### src/rtl/pc_fetch_pkg.sv
// Shared types and widths for the PC / fetch-control stage.
package pc_fetch_pkg;

    localparam int unsigned PC_W  = 12;
    localparam int unsigned CYC_W = 16;

    typedef enum logic [1:0] {
        IDLE,
        RUN,
        DONE
    } fetch_state_t;

endpackage

### src/rtl/pc_cycle_counter.sv
// Saturating run-cycle counter with synchronous clear and enable.
module pc_cycle_counter
    import pc_fetch_pkg::*;
#(
    parameter int unsigned W = CYC_W
) (
    input  logic         clk,
    input  logic         reset,
    input  logic         clear,
    input  logic         enable,
    output logic [W-1:0] count
);

    always_ff @(posedge clk) begin
        if (reset || clear) begin
            count <= '0;
        end else if (enable && (count != '1)) begin
            count <= count + W'(1);
        end
    end

endmodule

### src/rtl/pc_fetch_ctrl.sv
// Program counter and fetch sequencing (IDLE/RUN/DONE) with relative branches.
// Define PC_FETCH_CYCLE_COUNT_EN to add the cycle_count output.
module pc_fetch_ctrl
    import pc_fetch_pkg::*;
#(
    parameter int unsigned     D          = PC_W,
    parameter logic [D-1:0]    START_ADDR = '0
) (
    input  logic             Clk,
    input  logic             Reset,
    input  logic             start,
    input  logic             branch_en,
    input  logic             branch_flag,
    input  logic [D-1:0]     target,
    input  logic             halt,
    output logic [D-1:0]     prog_ctr,
    output logic             fetch_valid,
`ifdef PC_FETCH_CYCLE_COUNT_EN
    output logic             done,
    output logic [CYC_W-1:0] cycle_count
`else
    output logic             done
`endif
);

    fetch_state_t state_q;

    // Bitwise AND keeps an unknown branch_flag from leaking when branch_en is low.
    logic taken;
    assign taken = branch_en & branch_flag;

    always_ff @(posedge Clk) begin
        if (Reset) begin
            state_q     <= IDLE;
            prog_ctr    <= START_ADDR;
            fetch_valid <= 1'b0;
            done        <= 1'b0;
        end else begin
            unique case (state_q)
                IDLE, DONE: begin
                    if (start) begin
                        state_q     <= RUN;
                        prog_ctr    <= START_ADDR;
                        fetch_valid <= 1'b1;
                        done        <= 1'b0;
                    end
                end
                RUN: begin
                    if (halt) begin
                        state_q     <= DONE;
                        fetch_valid <= 1'b0;
                        done        <= 1'b1;
                    end else if (taken) begin
                        prog_ctr <= prog_ctr + target;
                    end else begin
                        prog_ctr <= prog_ctr + D'(1);
                    end
                end
                default: begin
                    state_q     <= IDLE;
                    fetch_valid <= 1'b0;
                    done        <= 1'b0;
                end
            endcase
        end
    end

`ifdef PC_FETCH_CYCLE_COUNT_EN
    logic launch;
    logic running;
    assign launch  = start && ((state_q == IDLE) || (state_q == DONE));
    assign running = (state_q == RUN);

    pc_cycle_counter #(
        .W (CYC_W)
    ) u_cycle_counter (
        .clk    (Clk),
        .reset  (Reset),
        .clear  (launch),
        .enable (running),
        .count  (cycle_count)
    );
`endif

endmodule

### config.mk
export PLATFORM = sky130hd
export DESIGN_NAME = pc_fetch_ctrl
export DESIGN_NICKNAME = d
export VERILOG_FILES = /design/src/rtl/pc_fetch_pkg.sv /design/src/rtl/pc_cycle_counter.sv /design/src/rtl/pc_fetch_ctrl.sv
export SDC_FILE = /design/constraint.sdc
export NUM_CORES = 1
export LEC_CHECK = 0
export ABC_AREA = 1
export CORE_MARGIN = 10
export CORE_UTILIZATION = 62
export DETAILED_ROUTE_END_ITERATION = 8
export DONT_BUFFER_PORTS = 1
export PLACE_DENSITY = 0.78
export SLEW_MARGIN = 20
export SYNTH_ARGS = -nofsm -noshare
export SYNTH_HDL_FRONTEND = slang
export SYNTH_SLANG_ARGS = --single-unit
### constraint.sdc
create_clock -name Clk -period 3.1 [get_ports Clk]
set_clock_uncertainty 0.2 [all_clocks]
set_input_delay 0.775 -clock Clk [delete_from_list [all_inputs] [get_ports Clk]]
set_output_delay 0.775 -clock Clk [all_outputs]
set_load 0.01 [all_outputs]
==> impl_metrics.env <==
export IMPL_critPathRequiredTime_ns=3.09
export IMPL_synth_ff_type="dfxtp_1"
export IMPL_cts_tree="done"
export IMPL_p_total_mw=0.379
export IMPL_hp_class="flop to flop"
export IMPL_crit_arrival_ns=2.42
export IMPL_yosysMostFrequentCell="nand2_1"
export IMPL_ys_types=24
export IMPL_grt_pass1_vias=1221
export IMPL_clockBufferDepth=2
export IMPL_ys_warn_count=0
export IMPL_drv_slew=0
export IMPL_synthArstFlopShare_pct=0
export IMPL_final_setup_viol_count=0
export IMPL_grtUsageTotal_pct=14.5
export IMPL_wl_met2_um=1480
export IMPL_fill_cells=205
export IMPL_min_from="prog_ctr[6]"
export IMPL_syn_area_um2=1300
export IMPL_post_drt_wl_per_cell_um=12.6
export IMPL_max_slew_margin_rel_pct=82.4
export IMPL_gp_congestion=0.915
export IMPL_p_per_area_nw_per_um2=280
export IMPL_fmax_mhz=411
export IMPL_postSynthNetCount=244
export IMPL_grt_max_degree=16
export IMPL_clock_sinks=15
export IMPL_fin_crit_sh_pct=78.4
export IMPL_tightest_slew_ns=0.264
export IMPL_syn2layout_area_growth_pct=3.74
export IMPL_die_x_um=65.9
export IMPL_drive_gt1_share_pct=7.87
export IMPL_synth_edf_count=0
export IMPL_cts_hold_fix_buffers=0
export IMPL_cts_htree_levels=1
export IMPL_rsz0062_at_grt="no"
export IMPL_dp_cells=239
export IMPL_clk_pin_slew_ns=0.10
export IMPL_drv_cap=0
export IMPL_drc=0
export IMPL_dr_total_vias=1295
export IMPL_crit_chain="nand2_1, or2_2, ha_1, fa_1, a21oi_1, inv_1, or2_2, nand3_1, a21oi_1"
export IMPL_reg2reg_slack_ns=1.08
export IMPL_io_buffer_count=0
export IMPL_hpwlAfterDp_um=2480
export IMPL_grt_pass1_wl_um=5200
export IMPL_clk_latency_ns=0.28
export IMPL_antenna_found_initial=0
export IMPL_viasPerCell=5.33
export IMPL_status="complete, no violations"
export IMPL_die_h_um=65.9
export IMPL_crit_type="input pin to flop"
export IMPL_cellLeakagePower_nw=0.718
export IMPL_reg2reg_from="prog_ctr[0]"
export IMPL_drt_initial_drc_count=48
export IMPL_antenna_diode_count=0
export IMPL_worst_path_max_fanout=4
export IMPL_peakVddDrop_mv=0.236
export IMPL_hold_violations=0
export IMPL_final_nets=247
export IMPL_postCtsSetupBuffers=0
export IMPL_avgSynthCellArea_um2=6.09
export IMPL_synth_top_area_share_pct=23.0
export IMPL_routed_top_layer="met4"
export IMPL_start_util_pct=65.8
export IMPL_synth_common_cells="nand2_1 (64), inv_1 (36), nor2_1 (21), nand3_1 (20), a21oi_1 (18)"
export IMPL_ant_nets=0
export IMPL_cts_root_buf="clkbuf_4"
export IMPL_cts_buffers=3
export IMPL_start_kind="input pin"
export IMPL_max_stage_delay_ns=0.45
export IMPL_ys_top_cells_by_area="dfxtp_1 (23%), nand2_1 (18%), ha_1 (11%), inv_1 (10%), nand3_1 (7.7%)"
export IMPL_cpMaxStageDelayCell="fa_1"
export IMPL_ios=32
export IMPL_setup_tns_final_ns=0
export IMPL_wl_met1_um=1330
export IMPL_overflow=0
export IMPL_synth_top_area_cell="dfxtp_1"
export IMPL_ys_seq_area_share_pct=23.0
export IMPL_cp_top_family="adder cells"
export IMPL_ys_ff_latch=15
export IMPL_stdcell_count=243
export IMPL_crit_start="branch_en"
export IMPL_period_needed_ns=2.43
export IMPL_post_cts_resized_instances=0
export IMPL_wl_met3_um=245
export IMPL_die_area_um2=4340
export IMPL_core_area_um2=1980
export IMPL_rows=16
export IMPL_wirelength_um=3060
export IMPL_endpoint_kind="flop"
export IMPL_synth_cells=214
export IMPL_first_pass_iters=4
export IMPL_cp_num_buf_inv=1
[where the power goes]
part | switching, mW | total, mW | leakage [nW] | internal [mW]
sequential | 0.00622 | 0.204 | 0.122 | 0.197
clock | 0.0664 | 0.116 | 0.0150 | 0.0499
combinational | 0.0378 | 0.0589 | 0.582 | 0.0211
total | 0.110 | 0.379 | 0.718 | 0.268
[worst paths after layout]
path | to | cells after the start
min reg2reg | prog_ctr[6] | 2
max reg2reg | prog_ctr[4] | 7
min | prog_ctr[6] | 2
max | prog_ctr[4] | 9
[metal layers]
| metal | vias up | global-route usage, % |
|---|---|---|
| li1 | 682 | - |
| met1 | 579 | 16.7 |
| met2 | 32 | 24.8 |
| met3 | 2 | 5.08 |
| met4 | 0 | 3.74 |
| met5 | - | 0 |
[worst register-to-register path, stage by stage (launching register included)]
cell and delay (ns):
dfxtp_1 0.37, ha_1 0.26, fa_1 0.45, a21oi_1 0.17, inv_1 0.08, or2_2 0.27
nand3_1 0.07, a21oi_1 0.06
[cell families after synthesis]
kind of cell	Yosys count	share of synthesized area, %
DFF	15	23.0
and+or+nand+nor	121	41.4
adders and majority gates	12	12.1
AOI/OAI and AO/OA	23	10.2
xor gates and xnor gates	1	0.672
buffers and inverters	42	12.7
[final cells by class]
| cell class | count | area (µm²) | share of cell area, % |
|---|---|---|---|
| inverter | 39 | 146 | 10.8 |
| timing repair buffer | 1 | 7.51 | 0.555 |
| tap | 27 | 33.8 | 2.50 |
| multi-input combinational | 157 | 838 | 62.0 |
| clock buffer | 4 | 26.3 | 1.94 |
| sequential | 15 | 300 | 22.2 |
[sequential cells by signal, summed over array words and instances, names as in the netlist]
name / flops
done: 1
fetch_valid: 1
prog_ctr: 12
state_q: 1
[through the flow]
stage	hold WS, ns	worst slack [ns]	utilization, %	area [µm²]
global placement	0.312	0.410	66.9	1330
floorplan	0.295	0.467	-	1300
CTS	0.336	0.678	68.2	1350
finish	0.334	0.669	68.2	1350
detailed placement	0.325	0.371	66.9	1330
global route	0.329	0.546	68.2	1350
[cells in the final DEF, fill, tap and decap left out]
| cell | count |
|---|---|
| nand2_1 | 64 |
| inv_1 | 36 |
| nor2_1 | 21 |
| nand3_1 | 20 |
| a21oi_1 | 18 |
| dfxtp_1 | 15 |
| ha_1 | 11 |
| nand4_1 | 5 |
| or2_2 | 3 |
| inv_2 | 3 |
| clkbuf_4 | 3 |
| nand3b_1 | 2 |
| nor2_4 | 2 |
| o21ai_0 | 2 |
| a21oi_2 | 1 |
| o21ai_4 | 1 |
| nand3_2 | 1 |
| o211ai_1 | 1 |
| nand2_2 | 1 |
| or2_1 | 1 |
| xnor2_1 | 1 |
| nor3_2 | 1 |
| fa_1 | 1 |
| clkbuf_1 | 1 |
| buf_4 | 1 |
Note: power is estimated with default switching activity, not from simulation.
